### src/rtl/sw_stripe_ctrl_if.sv
// Command/status bundle between a host and the systolic-array stripe sequencer.
// The host drives the i_* fields; the sequencer drives the o_* fields.
interface sw_stripe_ctrl_if #(
    parameter int N_PE  = 16,
    parameter int LEN_W = 10
) ();
    localparam int PE_W = (N_PE > 1) ? $clog2(N_PE) : 1;

    logic             i_start;
    logic [LEN_W-1:0] i_q_len;
    logic [LEN_W-1:0] i_r_len;
    logic             i_stall;

    logic             o_busy;
    logic             o_done;
    logic             o_q_load;
    logic [LEN_W-1:0] o_q_addr;
    logic [PE_W-1:0]  o_q_pe;
    logic             o_ref_valid;
    logic [LEN_W-1:0] o_ref_addr;
    logic             o_shift_en;
    logic [N_PE-1:0]  o_pe_valid;
    logic             o_first_stripe;
    logic             o_bnd_rd;
    logic [LEN_W-1:0] o_bnd_rd_addr;
    logic             o_bnd_wr;
    logic [LEN_W-1:0] o_bnd_wr_addr;

    modport master (
        output i_start, i_q_len, i_r_len, i_stall,
        input  o_busy, o_done, o_q_load, o_q_addr, o_q_pe, o_ref_valid, o_ref_addr,
               o_shift_en, o_pe_valid, o_first_stripe, o_bnd_rd, o_bnd_rd_addr,
               o_bnd_wr, o_bnd_wr_addr
    );

    modport slave (
        input  i_start, i_q_len, i_r_len, i_stall,
        output o_busy, o_done, o_q_load, o_q_addr, o_q_pe, o_ref_valid, o_ref_addr,
               o_shift_en, o_pe_valid, o_first_stripe, o_bnd_rd, o_bnd_rd_addr,
               o_bnd_wr, o_bnd_wr_addr
    );
endinterface

### src/rtl/sw_stripe_ctrl.sv
// Stripe sequencer for a linear affine-gap systolic array: loads N_PE query bases per stripe,
// streams the reference through the array and steers the inter-stripe boundary buffer.
module sw_stripe_ctrl #(
    parameter int N_PE  = 16,
    parameter int LEN_W = 10
) (
    input  logic            i_clk,
    input  logic            i_rst_n,
    sw_stripe_ctrl_if.slave bus
);
    localparam int CW   = LEN_W + 1;
    localparam int PE_W = (N_PE > 1) ? $clog2(N_PE) : 1;

    typedef enum logic [1:0] {IDLE, LOAD, RUN, DONE} state_t;

    state_t        state_reg, state_next;
    logic [CW-1:0] cnt_reg, cnt_next;
    logic [CW-1:0] base_reg, base_next;
    logic [CW-1:0] q_len_reg, q_len_next;
    logic [CW-1:0] r_len_reg, r_len_next;

    logic          in_load, in_run, adv;
    logic          last_stripe;
    logic [CW-1:0] run_last;
    logic [N_PE-1:0] pe_valid;

    assign in_load     = (state_reg == LOAD);
    assign in_run      = (state_reg == RUN);
    assign adv         = (in_load || in_run) && !bus.i_stall;
    // Lengths are held one bit wider so base+N_PE and R+N_PE-1 never wrap.
    assign last_stripe = (base_reg + CW'(N_PE)) >= q_len_reg;
    assign run_last    = r_len_reg + CW'(N_PE - 2);

    always_ff @(posedge i_clk or negedge i_rst_n) begin
        if (!i_rst_n) begin
            state_reg <= IDLE;
            cnt_reg   <= '0;
            base_reg  <= '0;
            q_len_reg <= '0;
            r_len_reg <= '0;
        end else begin
            state_reg <= state_next;
            cnt_reg   <= cnt_next;
            base_reg  <= base_next;
            q_len_reg <= q_len_next;
            r_len_reg <= r_len_next;
        end
    end

    always_comb begin
        state_next = state_reg;
        cnt_next   = cnt_reg;
        base_next  = base_reg;
        q_len_next = q_len_reg;
        r_len_next = r_len_reg;
        case (state_reg)
            IDLE: begin
                if (bus.i_start) begin
                    q_len_next = CW'(bus.i_q_len);
                    r_len_next = CW'(bus.i_r_len);
                    cnt_next   = '0;
                    base_next  = '0;
                    state_next = (bus.i_q_len == '0 || bus.i_r_len == '0) ? DONE : LOAD;
                end
            end
            LOAD: begin
                if (adv) begin
                    if (cnt_reg == CW'(N_PE - 1)) begin
                        cnt_next   = '0;
                        state_next = RUN;
                    end else begin
                        cnt_next = cnt_reg + 1'b1;
                    end
                end
            end
            RUN: begin
                if (adv) begin
                    if (cnt_reg == run_last) begin
                        cnt_next = '0;
                        if (last_stripe) begin
                            state_next = DONE;
                        end else begin
                            base_next  = base_reg + CW'(N_PE);
                            state_next = LOAD;
                        end
                    end else begin
                        cnt_next = cnt_reg + 1'b1;
                    end
                end
            end
            DONE: begin
                state_next = IDLE;
                cnt_next   = '0;
                base_next  = '0;
                q_len_next = '0;
                r_len_next = '0;
            end
            default: state_next = IDLE;
        endcase
    end

    // Cell k holds query base base+k and sees reference column c-k, valid for R columns.
    for (genvar gi = 0; gi < N_PE; gi++) begin : g_pe_valid
        assign pe_valid[gi] = in_run
                           && (cnt_reg >= CW'(gi))
                           && (cnt_reg < (r_len_reg + CW'(gi)))
                           && ((base_reg + CW'(gi)) < q_len_reg);
    end

    assign bus.o_busy         = (state_reg != IDLE);
    assign bus.o_done         = (state_reg == DONE);
    assign bus.o_q_load       = in_load && !bus.i_stall && ((base_reg + cnt_reg) < q_len_reg);
    assign bus.o_q_addr       = in_load ? LEN_W'(base_reg + cnt_reg) : '0;
    assign bus.o_q_pe         = in_load ? cnt_reg[PE_W-1:0] : '0;
    assign bus.o_ref_valid    = adv && in_run && (cnt_reg < r_len_reg);
    assign bus.o_ref_addr     = in_run ? cnt_reg[LEN_W-1:0] : '0;
    assign bus.o_shift_en     = adv && in_run;
    assign bus.o_pe_valid     = pe_valid;
    assign bus.o_first_stripe = (in_load || in_run) && (base_reg == '0);
    assign bus.o_bnd_rd       = bus.o_ref_valid && (base_reg != '0);
    assign bus.o_bnd_rd_addr  = in_run ? cnt_reg[LEN_W-1:0] : '0;
    // Only a stripe with a successor writes; last-PE column c-(N_PE-1) is the one leaving the array.
    assign bus.o_bnd_wr       = adv && in_run && (cnt_reg >= CW'(N_PE - 1)) && !last_stripe;
    assign bus.o_bnd_wr_addr  = in_run ? LEN_W'(cnt_reg - CW'(N_PE - 1)) : '0;
endmodule
### src/flat_wrapper.sv
// flat-port wrapper written by rule: the top's interface ports become plain ports
module sw_stripe_ctrl_flat 
#(
    parameter int N_PE  = 16,
    parameter int LEN_W = 10
)
  (i_clk, i_rst_n, bus_i_start, bus_i_q_len, bus_i_r_len, bus_i_stall, bus_o_busy, bus_o_done, bus_o_q_load, bus_o_q_addr, bus_o_q_pe, bus_o_ref_valid, bus_o_ref_addr, bus_o_shift_en, bus_o_pe_valid, bus_o_first_stripe, bus_o_bnd_rd, bus_o_bnd_rd_addr, bus_o_bnd_wr, bus_o_bnd_wr_addr);
  sw_stripe_ctrl_if #(.N_PE(N_PE), .LEN_W(LEN_W)) bus_i ();
  input  logic i_clk;
  input  logic i_rst_n;
  input wire logic [$bits(bus_i.i_start)-1:0] bus_i_start;
  input wire logic [$bits(bus_i.i_q_len)-1:0] bus_i_q_len;
  input wire logic [$bits(bus_i.i_r_len)-1:0] bus_i_r_len;
  input wire logic [$bits(bus_i.i_stall)-1:0] bus_i_stall;
  output wire logic [$bits(bus_i.o_busy)-1:0] bus_o_busy;
  output wire logic [$bits(bus_i.o_done)-1:0] bus_o_done;
  output wire logic [$bits(bus_i.o_q_load)-1:0] bus_o_q_load;
  output wire logic [$bits(bus_i.o_q_addr)-1:0] bus_o_q_addr;
  output wire logic [$bits(bus_i.o_q_pe)-1:0] bus_o_q_pe;
  output wire logic [$bits(bus_i.o_ref_valid)-1:0] bus_o_ref_valid;
  output wire logic [$bits(bus_i.o_ref_addr)-1:0] bus_o_ref_addr;
  output wire logic [$bits(bus_i.o_shift_en)-1:0] bus_o_shift_en;
  output wire logic [$bits(bus_i.o_pe_valid)-1:0] bus_o_pe_valid;
  output wire logic [$bits(bus_i.o_first_stripe)-1:0] bus_o_first_stripe;
  output wire logic [$bits(bus_i.o_bnd_rd)-1:0] bus_o_bnd_rd;
  output wire logic [$bits(bus_i.o_bnd_rd_addr)-1:0] bus_o_bnd_rd_addr;
  output wire logic [$bits(bus_i.o_bnd_wr)-1:0] bus_o_bnd_wr;
  output wire logic [$bits(bus_i.o_bnd_wr_addr)-1:0] bus_o_bnd_wr_addr;
  assign bus_i.i_start = bus_i_start;
  assign bus_i.i_q_len = bus_i_q_len;
  assign bus_i.i_r_len = bus_i_r_len;
  assign bus_i.i_stall = bus_i_stall;
  assign bus_o_busy = bus_i.o_busy;
  assign bus_o_done = bus_i.o_done;
  assign bus_o_q_load = bus_i.o_q_load;
  assign bus_o_q_addr = bus_i.o_q_addr;
  assign bus_o_q_pe = bus_i.o_q_pe;
  assign bus_o_ref_valid = bus_i.o_ref_valid;
  assign bus_o_ref_addr = bus_i.o_ref_addr;
  assign bus_o_shift_en = bus_i.o_shift_en;
  assign bus_o_pe_valid = bus_i.o_pe_valid;
  assign bus_o_first_stripe = bus_i.o_first_stripe;
  assign bus_o_bnd_rd = bus_i.o_bnd_rd;
  assign bus_o_bnd_rd_addr = bus_i.o_bnd_rd_addr;
  assign bus_o_bnd_wr = bus_i.o_bnd_wr;
  assign bus_o_bnd_wr_addr = bus_i.o_bnd_wr_addr;
  sw_stripe_ctrl #(.N_PE(N_PE), .LEN_W(LEN_W)) u_core (.i_clk(i_clk), .i_rst_n(i_rst_n), .bus(bus_i));
endmodule
### config.mk
export PLATFORM = sky130hd
export DESIGN_NAME = sw_stripe_ctrl_flat
export DESIGN_NICKNAME = d
export VERILOG_FILES = /design/src/rtl/sw_stripe_ctrl_if.sv /design/src/rtl/sw_stripe_ctrl.sv /design/src/flat_wrapper.sv
export SDC_FILE = /design/constraint.sdc
export NUM_CORES = 1
export LEC_CHECK = 0
export CORE_AREA = 2 2 124 126
export DETAILED_ROUTE_END_ITERATION = 12
export DIE_AREA = 0 0 126 128
export PLACE_DENSITY = 0.85
export SETUP_SLACK_MARGIN = 0.2
export SYNTH_ARGS = -nofsm -noshare
export SYNTH_HDL_FRONTEND = slang
export SYNTH_SLANG_ARGS = --single-unit
### constraint.sdc
create_clock -name i_clk -period 3.7 [get_ports i_clk]
set_input_delay 0.37 -clock i_clk [delete_from_list [all_inputs] [get_ports i_clk]]
set_output_delay 0.37 -clock i_clk [all_outputs]
set_load 0.02 [all_outputs]
# [Word level (Yosys, flattened, before mapping)]
# Index checks and enable logic that the tools add are counted.
[op_classes] n_mux=26 n_eq_ne=11 n_reduce_logical=73 add_sub_neg=34 order_cmp=50
[ops] operator="11-bit less-than comparator" n=33
[ops] operator="11-bit by 4-bit adder with 11-bit output (second input constant)" n=16
[ops] operator="11-bit 2-to-1 mux" n=10
[ops] operator="11-bit by 3-bit adder with 11-bit output (second input constant)" n=8
[ops] operator="11-bit by 4-bit greater-or-equal comparator with 1-bit output (second input constant)" n=8
[ops] operator="1-bit logical AND" n=57
[ops] operator="11-bit by 2-bit adder with 11-bit output (second input constant)" n=4
[ops] operator="11-bit by 3-bit greater-or-equal comparator with 1-bit output (second input constant)" n=4
[ops] operator="11-bit case mux with 2 select lines" n=2
[ops] operator="11-bit case mux with 4 select lines" n=1
[ops] operator="11-bit by 1-bit adder with 11-bit output (second input constant)" n=3
[ops] operator="11-bit case mux with 3 select lines" n=1
[ops] operator="10-bit 2-to-1 mux" n=3
[ops] operator="11-bit by 1-bit greater-or-equal comparator with 1-bit output (second input constant)" n=2
[ops] operator="11-bit by 2-bit greater-or-equal comparator with 1-bit output (second input constant)" n=2
[ops] operator="10-bit zero test" n=2
[ops] operator="2-bit 2-to-1 mux" n=7
[ops] operator="2-bit != test (second input constant)" n=6
[ops] operator="11-bit adder" n=1
[ops] operator="11-bit by 5-bit adder with 11-bit output (second input constant)" n=1
[ops] operator="11-bit equality test" n=1
[ops] operator="11-bit by 4-bit equality test with 1-bit output (second input constant)" n=1
[ops] operator="11-bit greater-or-equal comparator" n=1
[ops] operator="11-bit zero test" n=1
[ops] operator="14 further kinds" n=19
[word_totals] regBits=46 input_bits=24 output_inout_bits=68 word_cells=199

# [Depth between registers and ports, before layout]
# Gate-level depths: netlist of the first run.
[depth] depth_word=6 ltp_mapped=15 mapped_depth_nobuf=14

# [Worst setup path after synthesis of the first run]
# OpenSTA, ideal clock, no wires.
[synth_path] kind="register to output" start="register u_core.r_len_reg[3]" end="output port bus_o_pe_valid[15]" slack_ps=112 path_buffers=1 arrival_ps=3218 path_stages_with_launch=12 required_time_ps=3330 cell_sequence="dfrtp_1 clkbuf_1 inv_1 ha_1 a21oi_1 nor2_1 xnor2_1 ha_1 and4_1 a2111oi_0 o311ai_0 nor3_1"
[synth_between] elab_chain_len=4
[synth_rtl] item="start, declared" line="sw_stripe_ctrl.sv:20" text="logic [CW-1:0] r_len_reg, r_len_next;"
[synth_rtl] item="start signal, assigned" line="sw_stripe_ctrl.sv:46" text="r_len_reg <= r_len_next;"
[synth_rtl] item="11-bit by 4-bit adder with 11-bit output" line="sw_stripe_ctrl.sv:106" text="&& (cnt_reg < (r_len_reg + CW'(gi)))"
[synth_rtl] item="11-bit less-than comparator" line="sw_stripe_ctrl.sv:106"
[synth_rtl] item="1-bit logical AND" line="sw_stripe_ctrl.sv:106"
[synth_rtl] item="1-bit logical AND" line="sw_stripe_ctrl.sv:107" text="&& ((base_reg + CW'(gi)) < q_len_reg);"
[synth_rtl] item="end, declared" line="flat_wrapper.sv:23" text="output wire logic [$bits(bus_i.o_pe_valid)-1:0] bus_o_pe_valid;"
# No other way between the ends.

# [Worst setup path after layout of the first run]
[layout_path] start="register u_core.r_len_reg[2]" end="output port bus_o_pe_valid[15]"
# Same word-level chain as after synthesis.

==> metrics list, run 1 <==
- The detail route stage leaves a number of antenna-violating nets equal to 0.
- In the final routed layout, each cell accounts on average for 22.1 um.
- CTS placed an instance of clkbuf_16 at the clock tree root.
- Nets: 1489
* Basic-gate share of the synthesized area counting and, or, nand and nor cells: 22.6%
* Largest net degree at the start of global routing: 41
* Total length of routed wires: 32000 um
- Multiplexer fraction of the synthesized cell area: 0.457%
* Critical Path Start Type: flip-flop
* Total iterations of the first detailed-routing run: 5
- Worst path slowest cell: a2111oi_1
- Number of antenna violations at the first check in global routing: 0
- The HPWL after detailed placement is 25100 um.
- Sequential cells burn 11.4% of the power.
- TritonCTS built the clock tree.
- Leakage: 0.00488 uW
- The worst register-to-register path has a setup slack of 0.40 ns.
* Count of input and output buffers: 91
* Min-Delay Path Class: in -> async
- The worst path in the final design needs a cycle of 3.48 ns, including I/O delays and setup.
- After synthesis, the largest family of logic cells by area is adder cells.
* Count of routing violations after the opening detailed-route iteration: 704
- Num CTS Buffers: 5
* Core area: 14900 um^2
* Vias: 9155
* Area growth, synth to finish: 20.0%
* Area share of the leading cell type in the synthesized netlist: 29.3%
* DRC violation count after routing: 0
* Worst slew pin tran: 1.03 ns
* Cell taking the most area after synthesis: ha_1
- Summing the areas of all compound-gate instances in the mapped netlist gives 18.5% of the synthesized area.
- Unrepaired setup endpoints after global routing: true
* Max H-tree Level: 2
- Series of cell instances along the critical path: inv_2 -> ha_1 -> nand2_1 -> nand2_1 -> a21oi_1 -> nor2_1 -> xnor2_1 -> ha_1 -> and4_1 -> a2111oi_1 -> o311ai_1 -> nor3_2 -> clkbuf_2
* Count of flip-flops with a built-in enable after synthesis: 0
- At the end of routability-driven placement, the weighted congestion stood at 1.06.
- Internal power comes to 2980 uW.
* Maximum fanout count along the critical path: 6
* Flip-flop count of the largest register, all copies and words added: 11
- The clock passes through at most 2 buffers.
- Synth warn: 0
* Max capacitance violation total: 0
- Hold-fix buffers at CTS: 0
* Type of the worst setup path: reg -> out
* Ranking of synthesized cells by area: ha_1, dfrtp_1, xnor2_1
- The floorplan step defined a die boundary enclosing 16100 um^2.
- In the post-route analysis, the smallest setup slack over all paths is 0.216 ns.
- Worst-case setup slack after placement: 0.0128 ns
- Across every metal layer, demand over resource in global routing totals 39.7%.
- Summing the areas of all xor and xnor instances in the mapped netlist gives 11.5% of the synthesized area.
* Avg Cell Area, Syn: 7.62 um^2
- The number of global-route vias before repair is 9092.
- 0 antenna diodes ended up in the layout.
* Rows: 45
* Synth unique cells: 66
* Clock share of power: 8.4%
- After global routing the overflow that remains totals 0.
- Highest attainable clock frequency: 0.287 GHz
* Adder-cell share of the synthesized area: 29.3%
* Setup total negative slack: 0 ns
- Sinks on the clock net: 40
- Switch Pwr: 3390 uW
* Pwr Total: 6370 uW
- Headroom to the max-slew limit came out at 30.8%.
* Syn Nets: 1377
- For this design the ratio of total power to cell area is 606 nW/um^2.
- Post-synthesis sequential area ratio: 11.4%
- Of the cells placed in the final design, the portion with a size suffix greater than 1 is 13.8%.
- CP max stage delay: 0.41 ns
* Predominant post-synthesis flop cell: dfrtp_1
- Data required time of the worst path: 3.33 ns
* Number of filler cells placed in the layout: 1222
- The first global-routing pass estimated 50000 um of wire.
* Post-synthesis cell count: 1148
* Final count of negative-setup-slack endpoints: 0
* CTS clock-pin slew for the worst setup and hold paths: 0.07 ns
- Net switching is 53.2% of the power.
* Largest delay contributor family on the critical path: compound AO/OA/AOI/OAI gates
- After layout, the worst path uses 94.2% of the clock period.
- Flip-flop and latch count after synthesis: 40
- CP Data Arrival Time: 3.11 ns
* Die span in y: 128 um
- Once the floorplan was initialized, standard cells occupied 58.9% of the core.
- The run finished with clean final reports.
- Boundary pin count: 92
- Maximum vdd drop: 0.000355 V
- In the routed layout, each cell is associated on average with a via count of 6.32.
- Max-slew violation count: 0
- Area of the mapped netlist: 8750 um^2
- The later pin in the worst-skew pair is clocked with a latency of 0.30 ns.
- Between clock sinks in the finished design, the worst skew comes to 0.00639 ns.
- The final count of hold timing violations is 0.
- STA classifies the critical path endpoint as an output pin.
- The number of buffers and inverters on the critical path is 2.
- Fraction of registers with async set/reset: 100%
- The die is 126 um wide.
- Proportion of power drawn by combinational gates: 80.2%
## synth_stat cells (all sizes together), types with 9 or more instances
library cell    n
nor2b          24
o21a            9
nor4           13
ha            205
and2           19
xor2           13
clkbuf         50
and4            9
nand2b         31
xnor2         102
o211ai         17
inv            49
buf            27
a211oi         10
nand3          27
a21o           17
o21ai          83
nor2           97
nand2         112
nor3           19
dfrtp          40
nand4          13
and3           11
a31oi          10
a21oi          76
## worst paths after layout
kind | start | to | cells after the start
worst min register to register | u_core.q_len_reg[6] | u_core.q_len_reg[6] | 2
worst min-delay path | i_rst_n | u_core.cnt_reg[5] | 1
max in group asynchronous | i_rst_n | u_core.base_reg[5] | 1
worst max register to register | u_core.r_len_reg[3] | u_core.cnt_reg[5] | 12
min in group i_clk | u_core.q_len_reg[6] | u_core.q_len_reg[6] | 2
worst max-delay path | u_core.r_len_reg[2] | bus_o_pe_valid[15] | 13
## layer usage
| layer | vias to the layer above | global-route usage, % | share of wire, % |
|---|---|---|---|
| met2 | 514 | 64.6 | 45 |
| met1 | 4223 | 49.1 | 39 |
| met4 | 0 | 24.0 | 6.7 |
| met3 | 148 | 7.18 | 9.1 |
| li1 | 4270 | - | - |
| met5 | - | 0 | 0 |
## layout make-up
| type | instances | area [um^2] | share of cell area [%] |
|---|---|---|---|
| flip-flops and latches | 40 | 1010 | 9.58 |
| inverters | 50 | 188 | 1.79 |
| repair buffers | 182 | 1540 | 14.7 |
| well taps | 188 | 235 | 2.24 |
| multi-input cells | 981 | 7360 | 70.1 |
| clock buffers | 5 | 125 | 1.19 |
| clock inverters | 3 | 46.3 | 0.441 |
## cells by family after synthesis
| logic type | Yosys count |
|---|---|
| xor+xnor | 115 |
| mux | 4 |
| buf+inv | 127 |
| compound gates | 262 |
| fa+ha+maj | 205 |
| flops | 40 |
| simple gates | 395 |
## cell usage in the layout, fill, tap and decap left out, types with 5 or more instances in the layout
cell and n:
ha_1 202, nand2_1 111, xnor2_1 99, nor2_1 91
buf_4 90, o21ai_0 77, clkdlybuf4s50_1 73, a21oi_1 66
inv_1 42, dfrtp_1 36, nand2b_1 30, nand3_1 27
nor2b_1 23, and2_1 19, a21o_1 17, o211ai_1 17
nor3_1 16, xor2_1 13, nand4_1 13, a21oi_2 10
and3_1 10, a31oi_1 10, and4_1 9, nor4_1 9
o21a_1 9, a211oi_1 9, inv_2 7, clkbuf_2 7
o31ai_1 6, o21bai_1 5, nor2_2 5, o2111ai_1 5
clkbuf_16 5
## what timing repair did
item,in CTS,in global routing
setup endpoints to repair,17,19
resized for setup,52,53
buffers inserted,1,0
pin swaps,0,4
## power by group through the flow
stage | Clock [uW] | Combinational, uW | Sequential, uW
final | 535 | 5110 | 726
after global routing | 546 | 5560 | 737
after CTS | 531 | 4920 | 712
after detailed placement | 0 | 4860 | 718
after global placement | 0 | 4770 | 711
after floorplan | 0 | 3240 | 645
## per-stage QoR
stage          instance area (um^2)  instances  utilization, %  hold WS [ns]
2_1_floorplan                  8770       1148               -        0.0744
3_3_place_gp                  10200       1440            68.8         0.463
3_5_place_dp                  10200       1440            68.8         0.472
4_1_cts                       10400       1449            70.2         0.266
5_1_grt                       10500       1449            70.7         0.325
6_report                      10500       1449            70.7         0.225
## worst register-to-register path, delay by kind of cell (launching register included)
kind | cells | cell delay [ns]
fa+ha+maj | 2 | 0.54
simple gates | 5 | 1.34
xor+xnor | 1 | 0.19
flops | 1 | 0.45
buf+inv | 2 | 0.33
compound gates | 2 | 0.33
(Power assumes the default switching activity.)
==> inputs of run 2 (changes only) <==
Settings changed: CAP_MARGIN set to 25, CTS_CLUSTER_DIAMETER set to 60, PLACE_DENSITY 0.85 to 0.81.
==> metrics list, run 2 (same netlist as run 1, synthesis figures left out) <==
- The flow ran to the end, and the final reports show no timing, DRC or antenna violations.
* Number of filler cells placed in the layout: 1225
- Data required time of the worst path: 3.33 ns
* Critical Path Start Type: flip-flop
- In the finished design, the share of the clock period the worst path needs comes to 92.6%.
- Max-cap violations in this run came to 0.
- Leakage: 0.00492 uW
- The max-slew violation count came to 0.
* Area growth, synth to finish: 21.3%
- The clock period could shrink to 3.43 ns.
- Across the whole layout, storage elements account for 1010 um^2.
* Clock root buffer: clkbuf_16
- Relative slew slack: 51.9%
- The worst setup path is of the reg -> out kind.
- After detailed routing, the total wire length is 31400 um.
- In this run the number of H-tree levels came out at 2.
* First-pass GRT wire length: 48100 um
- Endpoints failing hold: 0
- Maximum fanout count along the critical path: 4
- The first routing iteration left 915 violations.
* Number of antenna violations at the first check in global routing: 1
* Rows: 45
- Detail Route Antenna Nets: 0
* Highest attainable clock frequency: 0.292 GHz
* Number of global-route vias before repair: 8814
- Dividing the detail-routed wire length by the instance count gives 21.6 um.
- After detailed routing, the number of vias per cell comes to 6.35.
- Setup total negative slack: 0 ns
* Largest net degree at the start of global routing: 41
- The completed layout was analyzed and its total power is 6380 uW.
- Power per cell area: 600 nW/um^2
* Endpoint kind of the worst setup timing path: output pin
* Proportion of layout cells with a drive suffix above 1: 14.7%
- For this configuration, the core starts out at a cell density of 58.9%.
- Flip-flop count of the largest register, all copies and words added: 11
- Maximum clock path buffer count: 2
* Highest-count cells in the layout ignoring fill and taps: ha_1, nand2_1, xnor2_1
- Nets: 1497
- Vias: 9257
- Setup clock skew after layout: 0.00359 ns
- Count of input and output buffers: 91
- Most frequent standard cell in the layout excluding fill and tap cells: ha_1
- STA puts the critical path data arrival time at 3.06 ns.
* Routability cong.: 1.00
* DRC violation count after routing: 0
* Final count of negative-setup-slack endpoints: 0
- Die span in y: 128 um
* Global routing usage summed across all routing layers: 38.3%
* CTS clock-pin slew for the worst setup and hold paths: 0.06 ns
* Multi-input gate area: 7400 um^2
- The floorplan step defined a die boundary enclosing 16100 um^2.
- TritonCTS built the clock tree.
- The tightest min-delay check is of the in -> async type.
* Sinks on the clock net: 40
- In this run the count of I/O pins placed on the die edge is 92.
- The later pin in the worst-skew pair is clocked with a latency of 0.29 ns.
* Total iterations of the first detailed-routing run: 5
- Horizontal extent of the die: 126 um
- Setup repair after global routing could not meet its margin everywhere.
* Worst slew pin tran: 0.714 ns
- DPL Wire Length: 24600 um
- Maximum vdd drop: 0.000455 V
- Global-route congestion overflow total: 0
* Core area: 14900 um^2
- TritonCTS created 5 clock buffers.
run 2: routing by layer:
metal	global-route usage, %	part of all wire, %	vias up	wire [um]
met1	48.9	40	4255	12500
li1	-	-	4293	-
met4	23.1	6.8	0	2130
met3	6.47	9.9	141	3110
met2	60.9	44	568	13700
met5	0	0	-	0
run 2: path summary, 6_finish.rpt:
check	startpoint	endpoint	slack [ns]	depth (start not counted)
max	u_core.r_len_reg[7]	bus_o_pe_valid[15]	0.27	12
min	i_rst_n	u_core.cnt_reg[0]	0.40	2
max reg2reg	u_core.r_len_reg[2]	u_core.cnt_reg[5]	0.55	13
min reg2reg	u_core.q_len_reg[8]	u_core.q_len_reg[8]	0.49	2
max in group asynchronous	i_rst_n	u_core.base_reg[5]	2.87	3
min in group i_clk	u_core.q_len_reg[8]	u_core.q_len_reg[8]	0.49	2
run 2: final cells by class:
cell class | instances | share of cell area, %
Inverter | 50 | 1.79
Antenna cell | 1 | 0.0236
Clock inverter | 2 | 0.0942
Tap cell | 188 | 2.21
Clock buffer | 6 | 1.31
Sequential cell | 40 | 9.51
Multi-Input combinational cell | 981 | 69.7
Timing Repair Buffer | 190 | 15.4
run 2: where the power goes:
part,switching [uW],internal [uW]
logic,3030,2160
clock network,181,266
registers,179,563
total,3390,2990
run 2: critical path, cell delays in order, from the launching register on:
cell and delay (ns):
dfrtp_1 0.36, inv_1 0.15, nor2_2 0.15, nand2_2 0.12, nor3_4 0.29, buf_4 0.16, nand2_1 0.05, ha_1 0.28
and4_1 0.25, a2111oi_4 0.38, o311ai_2 0.17, nor3_2 0.20, buf_2 0.19
run 2: through the flow:
stage | setup WS, ns | cells | utilization, % | cell area [um^2] | hold WS, ns
final | 0.274 | 1458 | 71.5 | 10600 | 0.401
after global routing | 0.0948 | 1457 | 71.4 | 10600 | 0.415
after CTS | 0.181 | 1453 | 70.6 | 10500 | 0.241
after detailed placement | -0.0451 | 1445 | 69.2 | 10300 | 0.477
after global placement | 0.00321 | 1445 | 69.2 | 10300 | 0.465
after floorplan | 0.206 | 1148 | - | 8770 | 0.0744
run 2: what timing repair did:
item | in CTS | in global routing
hold endpoints to repair | 0 | 1
buffers inserted | 0 | 2
pin swaps | 0 | 6
gates cloned | 0 | 0
endpoints found under the setup margin | 20 | 19
hold buffers | 0 | 1
gates resized for setup | 59 | 66
==> inputs of run 3 (changes only) <==
Settings changed: TNS_END_PERCENT set to 10.
==> metrics list, run 3 (same netlist as run 1, synthesis figures left out) <==
* Series of cell instances along the critical path: buf_4 -> inv_2 -> ha_1 -> nand2_1 -> nand3_1 -> a211oi_1 -> a21o_1 -> and3_1 -> clkdlybuf4s50_1
* Logic depth of the worst setup path including buffers: 9
- Of the cells placed in the final design, the portion with a size suffix greater than 1 is 12.8%.
* Post-detailed-route wirelength per cell: 21.7 um
- Clock latency of the later-clocked register in the worst-skew pair: 0.29 ns
- The final count of hold timing violations was 0.
* Final count of negative-setup-slack endpoints: 0
- The smallest clock period supported by the final layout is computed as 3.49 ns.
* CTS tree: done
- Setup repair after global routing could not meet its margin everywhere.
- Dividing the final minimum period by the clock period gives 94.2%.
- In this run the number of H-tree levels came out at 2.
- Of all nets on the critical path, the largest fanout is 10.
- Setup clock skew after layout: 0.00348 ns
- CTS clock-pin slew for the worst setup and hold paths: 0.06 ns
- The final route contains 9138 vias.
* Most frequent standard cell in the layout excluding fill and tap cells: ha_1
* Relative slew slack: 46.2%
- Dividing total power by cell area gives a power density of 596 nW/um^2.
- In this run the worst hold path is classified as in -> async.
- Number of global-route vias before repair: 8925
- First-pass GRT wire length: 48800 um
* Clock root buffer: clkbuf_16
- For the pin with the worst max-slew slack, the measured transition is 0.799 ns.
* Post-DP Area: 10200 um^2
- Data required time of the worst path: 3.33 ns
- Routability-driven placement finished with a final weighted congestion of 1.08.
- Count of cells along the worst register-to-register path: 14
* Bufs and invs on worst path: 3
- Total iterations of the first detailed-routing run: 5
- Num CTS Buffers: 5
* CP Data Arrival Time: 3.12 ns
* Setup total negative slack: 0 ns
- Largest net degree at the start of global routing: 41
* Setup WS post-layout: 0.213 ns
* Flip-flop count of the largest register, all copies and words added: 11
- Max capacitance violation total: 0
* Final cell count without fillers: 1449
- CTS saw 40 sinks.
* Number of filler cells placed in the layout: 1268
- Prior to clock tree synthesis, the placed netlist has a worst setup slack of 0.0652 ns.
* Count of routing violations after the opening detailed-route iteration: 726
* Maximum clock path buffer count: 2
- In the routed layout, each cell is associated on average with a via count of 6.31.
* Die span in y: 128 um
* DRC violation count after routing: 0
- CP max stage delay: 0.60 ns
* Instance count after placement with tap cells included: 1438
- Global routing usage summed across all routing layers: 38.7%
- Maximum vdd drop: 0.000415 V
* Boundary pin count: 92
- Global-route congestion overflow total: 0
- The floorplan step defined a die boundary enclosing 16100 um^2.
- For this design the static power due to leakage is 0.00487 uW.
- Buffers placed on the I/O ports in this run total 91.
- The max-slew violation count was 0.
- Type of the worst setup path: reg -> out
- Once detail routing completed, the nets flagged for antenna violations numbered 0.
- Initial standard-cell utilization of the core: 58.9%
- The run finished with clean final reports.
- Highest attainable clock frequency: 0.287 GHz
- At the end of the flow, the number of nets in the layout was 1488.
* Critical Path Start Type: flip-flop
- Non-Filler Cell Area, Final: 10500 um^2
- Core area: 14900 um^2
- The area growth from synthesis to layout is 19.5%.
* Hold slack: 0.413 ns
- DPL Wire Length: 24800 um
- Number of antenna violations at the first check in global routing: 1
* Total length of routed wires: 31500 um
- Row generation in the floorplan step produced 45 rows.
* Horizontal extent of the die: 126 um
- Post-CTS Setup Repair Bufs: 0
- The worst setup path is captured at an output pin.
- Highest-count cells in the layout ignoring fill and taps: ha_1, nand2_1, xnor2_1
* Largest delay contributor family on the critical path: buffers and inverters
* Worst path slowest cell: clkdlybuf4s50_1
run 3: layout make-up:
cell class | instances | area, um^2 | share of cell area [%]
Sequential cell | 40 | 1010 | 9.61
Antenna cell | 1 | 2.50 | 0.0239
Multi-Input combinational cell | 981 | 7300 | 69.7
Clock inverter | 3 | 42.5 | 0.407
Clock buffer | 5 | 125 | 1.20
Tap cell | 188 | 235 | 2.25
Inverter | 50 | 188 | 1.79
Timing Repair Buffer | 181 | 1570 | 15.0
run 3: repair_timing:
| action | 4_1_cts | 5_1_grt |
|---|---|---|
| resized for setup | 46 | 38 |
| pin swaps | 0 | 1 |
| setup endpoints to repair | 20 | 23 |
| hold buffers | 0 | 1 |
| hold endpoints to repair | 0 | 2 |
| cloned | 0 | 0 |
run 3: layer usage:
| metal | GRT usage, % | routed length, um | share of wire (%) | up-vias |
|---|---|---|---|---|
| met5 | 0 | 0 | 0 | - |
| met4 | 19.5 | 1670 | 5.3 | 0 |
| met3 | 6.01 | 2600 | 8.2 | 109 |
| met2 | 65.2 | 14500 | 46 | 510 |
| met1 | 48.0 | 12700 | 40 | 4248 |
| li1 | - | - | - | 4271 |
run 3: worst paths after layout:
| path | startpoint | endpoint | slack, ns |
|---|---|---|---|
| worst max-delay path | u_core.r_len_reg[8] | bus_o_bnd_rd | 0.21 |
| worst min-delay path | i_rst_n | u_core.base_reg[10] | 0.41 |
| worst max register to register | u_core.r_len_reg[2] | u_core.cnt_reg[4] | 0.32 |
| worst min register to register | u_core.q_len_reg[6] | u_core.q_len_reg[6] | 0.49 |
| max in group asynchronous | i_rst_n | u_core.cnt_reg[1] | 2.85 |
| min in group i_clk | u_core.q_len_reg[6] | u_core.q_len_reg[6] | 0.49 |
run 3: where the power goes:
group	switching [uW]	total [uW]	internal (uW)
logic	2940	4990	2050
registers	171	730	559
clock network	197	514	317
total	3310	6230	2930
run 3: metrics by stage:
step / util [%] / total power (uW)
6_report: 70.4 / 6230
5_1_grt: 70.4 / 6730
4_1_cts: 70.0 / 6060
3_5_place_dp: 68.7 / 5490
3_3_place_gp: 68.7 / 5390
2_1_floorplan: - / 3890
